--- src/rtl/draw_pkg.sv ---
// Shared opcodes, field widths, word counts and FSM states for the draw command writer.
package draw_pkg;

    localparam int X_W = 10;
    localparam int Y_W = 9;
    localparam int C_W = 3;

    localparam logic [1:0] OP_NOP   = 2'd0;
    localparam logic [1:0] OP_RECT  = 2'd1;
    localparam logic [1:0] OP_CLEAR = 2'd2;

    localparam logic [3:0] HDR_RECT  = 4'h1;
    localparam logic [3:0] HDR_CLEAR = 4'h2;

    localparam logic [2:0] RECT_WORDS  = 3'd5;
    localparam logic [2:0] CLEAR_WORDS = 3'd1;

    typedef enum logic {
        ST_IDLE = 1'b0,
        ST_SEND = 1'b1
    } state_t;

    function automatic logic [15:0] header_word(input logic [3:0] opc, input logic [C_W-1:0] color);
        return {opc, 9'b0, color};
    endfunction

endpackage

--- src/rtl/draw_clip.sv ---
// Combinational rectangle clipper against the screen bounds; used only when DRAW_CLIP_EN is defined.
module draw_clip
    import draw_pkg::*;
#(
    parameter int SCREEN_W = 640,
    parameter int SCREEN_H = 480
) (
    input  logic [X_W-1:0] x_i,
    input  logic [Y_W-1:0] y_i,
    input  logic [X_W-1:0] w_i,
    input  logic [Y_W-1:0] h_i,
    output logic [X_W-1:0] w_o,
    output logic [Y_W-1:0] h_o,
    output logic           drop_o
);

    logic [X_W:0] rem_w_s;
    logic [Y_W:0] rem_h_s;

    // Room left to the right/bottom edge; only meaningful when the origin is on screen.
    always_comb begin
        rem_w_s = 11'(SCREEN_W) - {1'b0, x_i};
        rem_h_s = 10'(SCREEN_H) - {1'b0, y_i};
        drop_o  = ({1'b0, x_i} >= 11'(SCREEN_W)) || ({1'b0, y_i} >= 10'(SCREEN_H));
        if ({1'b0, w_i} > rem_w_s) begin
            w_o = rem_w_s[X_W-1:0];
        end else begin
            w_o = w_i;
        end
        if ({1'b0, h_i} > rem_h_s) begin
            h_o = rem_h_s[Y_W-1:0];
        end else begin
            h_o = h_i;
        end
    end

endmodule

--- src/rtl/draw_cmd_writer.sv ---
// Serialises draw requests into 16-bit command words for DrawUnit, honouring its full flag.
// Optional clipping against the screen is enabled by defining DRAW_CLIP_EN.
module draw_cmd_writer
    import draw_pkg::*;
#(
    parameter int SCREEN_W = 640,
    parameter int SCREEN_H = 480,
    parameter int COUNT_W  = 16
) (
    input  logic               clk,
    input  logic               reset,
    input  logic               req_valid,
    output logic               req_ready,
    input  logic [1:0]         req_op,
    input  logic [X_W-1:0]     req_x,
    input  logic [Y_W-1:0]     req_y,
    input  logic [X_W-1:0]     req_w,
    input  logic [Y_W-1:0]     req_h,
    input  logic [C_W-1:0]     req_color,
    input  logic               full,
    output logic               we,
    output logic [15:0]        data,
    output logic               busy,
    output logic               dropped,
    output logic [COUNT_W-1:0] cmd_count
);

    state_t             state_q, state_d;
    logic [2:0]         idx_q, idx_d;
    logic [2:0]         last_q, last_d;
    logic [3:0]         hdr_q, hdr_d;
    logic [X_W-1:0]     x_q, x_d, w_q, w_d;
    logic [Y_W-1:0]     y_q, y_d, h_q, h_d;
    logic [C_W-1:0]     color_q, color_d;
    logic               dropped_q, dropped_d;
    logic               live_q, live_d;
    logic [COUNT_W-1:0] cmd_count_q, cmd_count_d;

    logic [X_W-1:0] eff_w_s;
    logic [Y_W-1:0] eff_h_s;
    logic           clip_drop_s;
    logic           rect_drop_s;
    logic           accept_s;
    logic           busy_s;
    logic           we_s;
    logic [15:0]    word_s;

`ifdef DRAW_CLIP_EN
    draw_clip #(
        .SCREEN_W (SCREEN_W),
        .SCREEN_H (SCREEN_H)
    ) u_clip (
        .x_i    (req_x),
        .y_i    (req_y),
        .w_i    (req_w),
        .h_i    (req_h),
        .w_o    (eff_w_s),
        .h_o    (eff_h_s),
        .drop_o (clip_drop_s)
    );
`else
    assign eff_w_s     = req_w;
    assign eff_h_s     = req_h;
    assign clip_drop_s = 1'b0;
`endif

    // live_q keeps req_ready low for every cycle the block is held in reset.
    assign busy_s      = (state_q == ST_SEND);
    assign accept_s    = req_valid & req_ready;
    assign rect_drop_s = clip_drop_s | (req_w == 10'd0) | (req_h == 9'd0);
    assign we_s        = busy_s & ~full;

    assign req_ready = live_q & (state_q == ST_IDLE);
    assign we        = we_s;
    assign data      = word_s;
    assign busy      = busy_s;
    assign dropped   = dropped_q;
    assign cmd_count = cmd_count_q;

    // Select the word at the current index from the latched request fields.
    always_comb begin
        word_s = 16'd0;
        if (busy_s) begin
            case (idx_q)
                3'd0:    word_s = header_word(hdr_q, color_q);
                3'd1:    word_s = {6'b0, x_q};
                3'd2:    word_s = {7'b0, y_q};
                3'd3:    word_s = {6'b0, w_q};
                3'd4:    word_s = {7'b0, h_q};
                default: word_s = 16'd0;
            endcase
        end else begin
            word_s = 16'd0;
        end
    end

    // Next-state logic: accept and decode in IDLE, advance the word index in SEND.
    always_comb begin
        state_d     = state_q;
        idx_d       = idx_q;
        last_d      = last_q;
        hdr_d       = hdr_q;
        x_d         = x_q;
        y_d         = y_q;
        w_d         = w_q;
        h_d         = h_q;
        color_d     = color_q;
        dropped_d   = 1'b0;
        live_d      = 1'b1;
        cmd_count_d = cmd_count_q;
        case (state_q)
            ST_IDLE: begin
                if (accept_s) begin
                    case (req_op)
                        OP_RECT: begin
                            if (rect_drop_s) begin
                                dropped_d = 1'b1;
                            end else begin
                                hdr_d   = HDR_RECT;
                                last_d  = RECT_WORDS - 3'd1;
                                x_d     = req_x;
                                y_d     = req_y;
                                w_d     = eff_w_s;
                                h_d     = eff_h_s;
                                color_d = req_color;
                                idx_d   = 3'd0;
                                state_d = ST_SEND;
                            end
                        end
                        OP_CLEAR: begin
                            hdr_d   = HDR_CLEAR;
                            last_d  = CLEAR_WORDS - 3'd1;
                            color_d = req_color;
                            idx_d   = 3'd0;
                            state_d = ST_SEND;
                        end
                        default: state_d = ST_IDLE;
                    endcase
                end else begin
                    state_d = ST_IDLE;
                end
            end
            ST_SEND: begin
                if (we_s) begin
                    if (idx_q == last_q) begin
                        idx_d       = 3'd0;
                        state_d     = ST_IDLE;
                        cmd_count_d = cmd_count_q + COUNT_W'(1);
                    end else begin
                        idx_d = idx_q + 3'd1;
                    end
                end else begin
                    idx_d = idx_q;
                end
            end
            default: state_d = ST_IDLE;
        endcase
    end

    // State and output registers with synchronous active-low reset.
    always_ff @(posedge clk) begin
        if (!reset) begin
            state_q     <= ST_IDLE;
            idx_q       <= 3'd0;
            last_q      <= 3'd0;
            hdr_q       <= 4'h0;
            x_q         <= 10'd0;
            y_q         <= 9'd0;
            w_q         <= 10'd0;
            h_q         <= 9'd0;
            color_q     <= 3'd0;
            dropped_q   <= 1'b0;
            live_q      <= 1'b0;
            cmd_count_q <= '0;
        end else begin
            state_q     <= state_d;
            idx_q       <= idx_d;
            last_q      <= last_d;
            hdr_q       <= hdr_d;
            x_q         <= x_d;
            y_q         <= y_d;
            w_q         <= w_d;
            h_q         <= h_d;
            color_q     <= color_d;
            dropped_q   <= dropped_d;
            live_q      <= live_d;
            cmd_count_q <= cmd_count_d;
        end
    end

endmodule

--- config.mk ---
export PLATFORM = sky130hd
export DESIGN_NAME = draw_cmd_writer
export DESIGN_NICKNAME = d
export VERILOG_FILES = /design/src/rtl/draw_pkg.sv /design/src/rtl/draw_clip.sv /design/src/rtl/draw_cmd_writer.sv
export SDC_FILE = /design/constraint.sdc
export NUM_CORES = 1
export LEC_CHECK = 0
export BUFFER_PORTS_ARGS = -buffer_cell sky130_fd_sc_hd__clkbuf_2
export CAP_MARGIN = 20
export CORE_MARGIN = 8
export CORE_UTILIZATION = 57
export CTS_BUF_LIST = sky130_fd_sc_hd__clkbuf_16
export DETAILED_ROUTE_END_ITERATION = 8
export MAX_ROUTING_LAYER = met4
export PLACE_DENSITY = 0.9
export SYNTH_ARGS = -nofsm -noshare
export SYNTH_HDL_FRONTEND = slang
export SYNTH_SLANG_ARGS = --single-unit
--- constraint.sdc ---
create_clock -name clk -period 8.25 [get_ports clk]
set_clock_uncertainty 0.2 [all_clocks]
set_input_delay 2.0625 -clock clk [delete_from_list [all_inputs] [get_ports clk]]
set_output_delay 2.0625 -clock clk [all_outputs]
set_load 0.1 [all_outputs]
== After elaboration in Yosys (flattened, before gate mapping) ==
Index checks and enable logic that the tools add are counted.

* Register bits: 70
* Latch bits: 0
* Bits in writable memories: 0
* ROM bits: 0
* Output and inout port bits: 36
* Memories: 0

* Add/subtract/negate cells: 2
* Multipliers: 0
* Divide/modulo/power cells: 0
* Order comparisons: 0
* Equality and inequality tests: 12
* Shift-type cells: 0
* Multiplexer cells: 22
* Bitwise operators: 10
* Reduce and logical (&&, ||, !) cells: 9

{| class="wikitable"
|+ Operators by type and width
! cell !! number
|-
| case mux 16 bit (5 select lines) || 1
|-
| case mux 3 bit (2 select lines) || 4
|-
| two-way mux 3 bit || 6
|-
| adder 16 x 1 -> 16 bit (second input constant) || 1
|-
| two-way mux 16 bit || 1
|-
| AND reduction 4 bit || 3
|-
| zero test 10 bit || 1
|-
| zero test 9 bit || 1
|-
| case mux 4 bit (2 select lines) || 1
|-
| equality test 3 x 2 -> 1 bit (second input constant) || 2
|-
| two-way mux 1 bit || 6
|-
| != test 2 bit (second input constant) || 3
|-
| NOT 1 bit || 6
|-
| two-way mux 4 bit || 1
|-
| case mux 1 bit (2 select lines) || 2
|-
| OR reduction 4 bit || 1
|-
| adder 3 x 1 -> 3 bit (second input constant) || 1
|-
| AND 1 bit || 3
|-
| equality test 3 x 1 -> 1 bit (second input constant) || 1
|-
| equality test 3 bit || 1
|-
| equality test 3 bit (second input constant) || 1
|-
| zero test 3 bit || 1
|-
| != test 3 x 1 -> 1 bit (second input constant) || 1
|-
| != test 3 bit (second input constant) || 1
|-
| 5 further kinds || 5
|}

== Logic depth before layout (Yosys ltp) ==
Gate-level depths: netlist of the first run.

* Depth after elaboration: 6
* Depth in mapped cells: 8
* Mapped depth without buffers: 6

== Worst setup path before layout of the first run ==
Ideal clock, no wire load.

* Path type: register -> output
* From: reg state_q (netlist: busy)
* To: out data[12]
* Arrival: 3.464 ns
* Setup slack: 2.524 ns
* Cell stages (with the launch flop): 3
* Path buffers: 0
* Path through: dfxtp_1 nand2_1 nor3b_1

* Longest elaborated chain between the ends: 1

{| class="wikitable"
|+ RTL lines
! item !! RTL line !! source
|-
| from (decl) || draw_cmd_writer.sv:28 || <nowiki>state_t state_q, state_d;</nowiki>
|-
| from (signal assigned) || draw_cmd_writer.sv:176 || <nowiki>state_q <= state_d;</nowiki>
|-
| two-way mux 16 bit || draw_cmd_writer.sv:83 || <nowiki>if (busy_s) begin</nowiki>
|-
| to (decl) || draw_cmd_writer.sv:22 || <nowiki>output logic [15:0] data,</nowiki>
|}

No other way between the ends.

== Final worst setup path of the first run ==
* From: reg idx_q[2]
* To: out data[8]

* Longest elaborated chain between the ends: 3

{| class="wikitable"
|+ RTL lines
! item !! RTL line !! source
|-
| from (decl) || draw_cmd_writer.sv:29 || <nowiki>logic [2:0] idx_q, idx_d;</nowiki>
|-
| from (signal assigned) || draw_cmd_writer.sv:177 || <nowiki>idx_q <= idx_d;</nowiki>
|-
| equality test 3 bit, or another cell as far along || draw_cmd_writer.sv:84 || <nowiki>case (idx_q)</nowiki>
|-
| case mux 16 bit (5 select lines) (*) || draw_cmd_writer.sv:84 ||
|-
| two-way mux 16 bit (*) || draw_cmd_writer.sv:83 ||
|}

Every way passes the cells marked *; elsewhere a longest branch is shown, timed or not.

==> out/metrics.csv, run 1 <==
stage;metric;value;unit
outcome;status;complete, no violations;
timing;hold_viol_final;0;
worst_setup_path;cp_max_fo;23;
synth;synth_cells;390;
placed_design;dpl_cell_area;0.00363;mm2
clock_network;cts-root-buf;clkbuf_16;
timing;hold_ws;0.262;ns
timing;tns;0;ns
clock_network;postCtsSetupRepairBufs;0;
layout;final_cell_mix;108 x nand2_1, 77 x clkbuf_2, 65 x dfxtp_1, 47 x mux2i_1, 20 x a21oi_1;
global_routing;grt_max_degree;103;
floorplan;chipHeight;92.1;um
placed_design;pre_cts_ws;3.06;ns
floorplan;design.die.area;0.00849;mm2
floorplan;initial_core_util;0.596;
synth;ys_ff_latch;65;
clock_network;holdBufCountCts;0;
power;p_total;0.784;mW
worst_setup_path;cp-start-kind;register;
synth;synthMuxAreaShare;0.142;
timing;fin_crit;5.48;ns
layout;register_area;0.00130;mm2
clock_network;clock_latency;0.33;ns
synth;synth_area_leaders;dfxtp_1 39%, mux2i_1 14%, nand2_1 12%, a21oi_1 3.0%, ha_1 3.0%;
placed_design;place_congestion;0.876;
synth;yosys.area_share.xor_xnor;0.0186;
worst_setup_path;criticalPathCategory;register to output port;
layout;multiInputGateArea;0.00180;mm2
clock_network;numCtsBuffers;9;
layout;fin_area;0.00395;mm2
synth;synth_edf_count;0;
floorplan;core-area;0.00554;mm2
floorplan;pin_count;83;
synth;synthFlopType;dfxtp_1;
power;ir_drop;0.000117;V
global_routing;grt_overflow_total;0;
worst_setup_path;reg2reg_depth;6;
drt;wl_per_cell;15.3;um
clock_network;post_cts_resized;0;
global_routing;grt_pass1_vias;2955;
timing;maxClockFrequency;182;MHz
synth;synth.avg_cell_area;8.47;um2
worst_setup_path;cp_data_arrival_time;3.22;ns
timing;fin_ws;2.77;ns
layout;syn2layout_area_growth;19.6;%
timing;rsz0062_at_grt;no;
floorplan;num_rows;27;
synth;syn_area;0.00330;mm2
floorplan;die_w;92.1;um
timing;max_slew.worst_pin.slew;0.991;ns
power;p_leak;1.60;nW
synth;yosysWarnings;0;
drt;drt_first_iter_violations;160;
min_path;worstHoldStart;color_q[1]$_SDFFE_PN0P_;
drt;first_pass_iters;5;
timing;setup_viol;0;
timing;slew_headroom;0.332;
global_routing;antenna_found_initial;0;
layout;nets;510;
clock_network;clockBufferDepth;2;
worst_setup_path;timing.rr.end;cmd_count[10]$_SDFFE_PN0P_;
synth;synth-adder-area-share;0.0303;
min_path;holdPathStages;2;
layout;antenna_cells;0;
synth;synth_compound_gate_area_share;0.107;
clock_network;cts.sinks;65;
placed_design;dp_hpwl;5940;um
worst_setup_path;crit_path_end_kind;output port;
drt;vias_per_cell;5.66;
flow_run;maxCapViolations;0;
power;p_per_area;198;mW/mm2
layout;layout_commonest_cell;nand2_1;
layout;drive_gt1_frac;0.217;
placed_design;port_buffers;78;
worst_setup_path;regToRegSetupSlack;5.63;ns
timing;drv_slew;0;
synth;synth_top_family_by_area;simple AND/OR/NAND/NOR gates;
layout;fill_cells;411;
synth;synth_top_area_cell;dfxtp_1;
clock_network;cts_tree;yes;
synth;synth.top_cell.area_share;0.394;
synth;ys_seq_area_frac;0.394;
global_routing;grt_pass1_wl;13400;um
synth;synth-async-reset-ratio;0;
clock_network;clk_pin_slew;0.06;ns
drt;final_antenna_net_count;0;
drt;vias;3012;
worst_setup_path;crit_required;5.99;ns
synth;synth_cell_type_count;46;
global_routing;track_usage;0.197;
min_path;hp-class;register to register;
drt;drc_errors;0;
drt;wl;8150;um
min_path;whs_endpoint;color_q[1]$_SDFFE_PN0P_;
timing;fin_crit_sh;0.664;
worst_setup_path;reg2reg_from;idx_q[0]$_SDFFE_PN0P_;
clock_network;htreeDepth;3;
synth;yosys.area_share.simple;0.244;
## sequential cells by signal, summed over array words and instances (netlist names)
name / count
hdr_q: 2
idx_q: 3
y_q: 9
h_q: 9
live_q: 1
x_q: 10
w_q: 10
dropped: 1
cmd_count: 16
busy: 1
color_q: 3
## stage by stage
step            util  cells
3_3_place_gp   0.655    516
6_report       0.713    532
4_1_cts        0.713    532
5_1_grt        0.713    532
3_5_place_dp   0.655    516
2_1_floorplan      -    393
## layout make-up
cell class / count / share of cell area
inverter: 10 / 0.00950
timing repair buffer: 79 / 0.101
clock buffer: 9 / 0.0570
clock inverter: 7 / 0.0241
multi-input combinational: 290 / 0.457
sequential: 65 / 0.329
tap: 72 / 0.0228
## cells by family (layout without fill, tap and decap cells)
| group | after synthesis | in the layout |
|---|---|---|
| AOI/OAI and AO/OA | 52 | 52 |
| xor gates and xnor gates | 7 | 7 |
| adders and majority gates | 8 | 8 |
| buffers and inverters | 38 | 105 |
| DFF | 65 | 65 |
| muxes | 47 | 47 |
| other | 1 | 4 |
| and+or+nand+nor | 172 | 172 |
## synthesized netlist by cell type (2+ instances only)
cell      number
a21oi_1       20
a221oi_1       6
a22o_1         3
a31oi_1        3
a32oi_1        3
and3b_1        2
buf_2          4
buf_4          4
buf_8          2
clkbuf_1      16
dfxtp_1       65
ha_1           8
inv_1         10
mux2i_1       47
nand2_1      108
nand2b_1       6
nand3_1       11
nand4_1        5
nor2_1        16
nor2b_1        4
nor3_1         2
nor3b_1        2
nor4_1         3
nor4_4         2
o21ai_0        4
o22ai_1        2
o31ai_1        4
or3_1          2
or4_1          4
xnor2_1        5
xor2_1         2
## metal layers
layer / wire [um] / track usage
met2: 3890 / 0.308
met3: 580 / 0.0538
met4: 172 / 0.0913
met5: 0 / -
met1: 3500 / 0.229
## critical path, cell delays in order, from the launching register on
cell and delay [ns]:
dfxtp_1 0.78, inv_1 0.22, ha_1 0.41, o41ai_2 0.94
nor2_1 0.13, clkbuf_2 0.41
## worst max-delay path by stage
| stage | slack (ns) | endpoint | cells past startpoint | start |
|---|---|---|---|---|
| after floorplan | 2.52 | data[12] | 2 | busy$_SDFF_PN0_ |
| after global placement | 3.08 | we | 4 | full |
| after detailed placement | 3.06 | we | 4 | full |
| after CTS | 2.84 | data[8] | 5 | idx_q[2]$_SDFFE_PN0P_ |
| after global routing | 2.59 | data[8] | 5 | idx_q[2]$_SDFFE_PN0P_ |
| final | 2.77 | data[8] | 5 | idx_q[2]$_SDFFE_PN0P_ |
## where the power goes
group | internal [mW] | total, mW | switching [mW]
Combinational | 0.0196 | 0.0586 | 0.0390
Clock | 0.264 | 0.402 | 0.138
Sequential | 0.320 | 0.323 | 0.00366
Total | 0.603 | 0.784 | 0.181
(Power assumes the default switching activity.)
==> inputs of run 2 (changes only) <==
--- a/config.mk
+++ b/config.mk
@@ -8,11 +8,11 @@
 export BUFFER_PORTS_ARGS = -buffer_cell sky130_fd_sc_hd__clkbuf_2
 export CAP_MARGIN = 20
 export CORE_MARGIN = 8
-export CORE_UTILIZATION = 57
+export CORE_UTILIZATION = 53
 export CTS_BUF_LIST = sky130_fd_sc_hd__clkbuf_16
 export DETAILED_ROUTE_END_ITERATION = 8
 export MAX_ROUTING_LAYER = met4
-export PLACE_DENSITY = 0.9
+export PLACE_DENSITY = 0.85
 export SYNTH_ARGS = -nofsm -noshare
 export SYNTH_HDL_FRONTEND = slang
 export SYNTH_SLANG_ARGS = --single-unit
==> constraint.sdc (replaced) <==
create_clock -name clk -period 5.2 [get_ports clk]
set_clock_uncertainty 0.2 [all_clocks]
set_input_delay 1.3 -clock clk [delete_from_list [all_inputs] [get_ports clk]]
set_output_delay 1.3 -clock clk [all_outputs]
set_load 0.1 [all_outputs]
==> out/metrics.csv, run 2 (same netlist as run 1, synthesis figures left out) <==
stage;metric;value;unit;change
floorplan;design.die.area;0.00901;mm2;+6.2%
drt;final_antenna_net_count;0;;unchanged
timing;drv_slew;0;;unchanged
power;p_sw;0.287;mW;+59%
clock_network;cts_tree;yes;;
timing;fin_crit;4.73;ns;
worst_setup_path;criticalPathCategory;register to output port;;
flow_run;maxCapViolations;0;;unchanged
floorplan;pin_count;83;;unchanged
layout;final_cell_mix;108 x nand2_1, 77 x clkbuf_2, 65 x dfxtp_1, 47 x mux2i_1, 20 x a21oi_1;;
layout;nets;511;;+0.20%
drt;first_pass_iters;4;;-1
layout;syn2layout_area_growth;20.1;%;
clock_network;clockBufferDepth;2;;unchanged
power;p_int;0.954;mW;+58%
global_routing;grt_pass1_vias;2913;;-1.4%
worst_setup_path;crit_required;3.70;ns;-2.29 ns
layout;largest_reg_flops;16;;unchanged
clock_network;clock_latency;0.33;ns;about the same
power;ir_drop;0.000255;V;+120%
power;p_comb_frac;0.076;;about the same
floorplan;num_rows;28;;+3.7%
global_routing;track_usage;0.197;;+0.000640
worst_setup_path;cp_data_arrival_time;3.23;ns;about the same
power;p_per_area;313;mW/mm2;+58%
placed_design;port_buffers;78;;unchanged
layout;antenna_cells;0;;unchanged
clock_network;numCtsBuffers;9;;unchanged
floorplan;initial_core_util;0.551;;-0.0448
drt;drc_errors;0;;unchanged
power;p_leak;1.61;nW;+0.65%
floorplan;core-area;0.00599;mm2;+8.1%
worst_setup_path;cp-start-kind;register;;
clock_network;holdBufCountCts;0;;unchanged
drt;vias_per_cell;5.63;;-0.52%
global_routing;grt_max_degree;70;;-32%
timing;fin_crit_sh;0.910;;
clock_network;clk_pin_slew;0.05;ns;about the same
worst_setup_path;regToRegSetupSlack;2.54;ns;-3.09 ns
timing;max_slew.worst_pin.slew;1.00;ns;+0.00863 ns
timing;rsz0062_at_grt;no;;
clock_network;post_cts_resized;0;;unchanged
floorplan;chipHeight;94.9;um;+3.1%
outcome;status;complete, no violations;;
layout;layout_commonest_cell;nand2_1;;
power;power_frac_clock;0.510;;-0.003
timing;maxClockFrequency;211;MHz;
drt;wl;8360;um;+2.6%
timing;hold_ws;0.257;ns;-0.00416 ns
layout;drive_gt1_frac;0.217;;-0.000472
clock_network;cts-root-buf;clkbuf_16;;
drt;vias;3019;;+0.23%
clock_network;cts.sinks;65;;unchanged
power;p_sw_frac;0.231;;+0.000706
placed_design;dp_hpwl;6070;um;+2.1%
timing;hold_viol_final;0;;unchanged
worst_setup_path;cp_max_fo;23;;unchanged
floorplan;die_w;94.9;um;+3.1%
power;power_frac_seq;0.413;;about the same
drt;drt_first_iter_violations;147;;-8.1%
clock_network;htreeDepth;3;;unchanged
timing;setup_viol;0;;unchanged
drt;wl_per_cell;15.6;um;+1.8%
timing;tns;0;ns;unchanged
global_routing;grt_overflow_total;0;;unchanged
placed_design;place_congestion;0.959;;+9.6%
worst_setup_path;crit_path_end_kind;output port;;
clock_network;postCtsSetupRepairBufs;0;;unchanged
global_routing;grt_pass1_wl;13600;um;+1.2%
timing;slew_headroom;0.326;;-0.00582
global_routing;antenna_found_initial;0;;unchanged
min_path;hp-class;register to register;;
-- run 2: cell types whose count changed in the layout (fill, tap and decap cells not counted) --
cell	previous run	this run
buf_12	0	1
clkinv_2	2	3
clkinv_4	2	0
inv_1	10	11
-- run 2: worst max-delay path: stages, from the launching register on --
cell and delay (ns):
dfxtp_1 0.78, inv_1 0.20, ha_1 0.42, o41ai_2 0.96
nor2_1 0.13, clkbuf_2 0.41
-- run 2: power groups by stage --
| stage | combinational (mW) | sequential [mW] | clock, mW |
|---|---|---|---|
| after floorplan | 0.0663 | 0.524 | 0 |
| after global routing | 0.103 | 0.514 | 0.669 |
| after detailed placement | 0.0923 | 0.523 | 0 |
| after CTS | 0.0928 | 0.513 | 0.640 |
| after global placement | 0.0904 | 0.523 | 0 |
| final | 0.0947 | 0.513 | 0.633 |
-- run 2: final timing paths --
path,start,endpoint,cells past startpoint
worst min-delay path,w_q[4]$_SDFFE_PN0P_,w_q[4]$_SDFFE_PN0P_,2
worst min register to register,w_q[4]$_SDFFE_PN0P_,w_q[4]$_SDFFE_PN0P_,2
worst max-delay path,idx_q[2]$_SDFFE_PN0P_,data[9],5
worst max register to register,idx_q[0]$_SDFFE_PN0P_,cmd_count[12]$_SDFFE_PN0P_,6
-- run 2: stage by stage --
| step | cell area, um2 | power [mW] | std cells | utilization | setup slack, ns |
|---|---|---|---|---|---|
| after global routing | 3970 | 1.29 | 536 | 0.662 | 0.213 |
| after detailed placement | 3630 | 0.616 | 519 | 0.607 | 0.860 |
| after floorplan | 3310 | 0.590 | 393 | - | 0.236 |
| final | 3970 | 1.24 | 536 | 0.662 | 0.467 |
| after CTS | 3950 | 1.25 | 535 | 0.659 | 0.507 |
| after global placement | 3630 | 0.614 | 519 | 0.607 | 0.995 |
-- run 2: layout make-up --
| class | count | area, um2 |
|---|---|---|
| clock buffers | 9 | 225 |
| repair buffers | 80 | 418 |
| inverters | 10 | 37.5 |
| flip-flops and latches | 65 | 1300 |
| fillers | 491 | 2020 |
| well taps | 75 | 93.8 |
| multi-input cells | 290 | 1800 |
| clock inverters | 7 | 86.3 |
-- run 2: layer usage --
layer / GRT usage / routed length (um) / vias up
met3: 0.0492 / 621 / 19
met1: 0.231 / 3570 / 1405
met5: - / 0 / -
met4: 0.0923 / 206 / 0
li1: - / - / 1471
met2: 0.310 / 3960 / 124
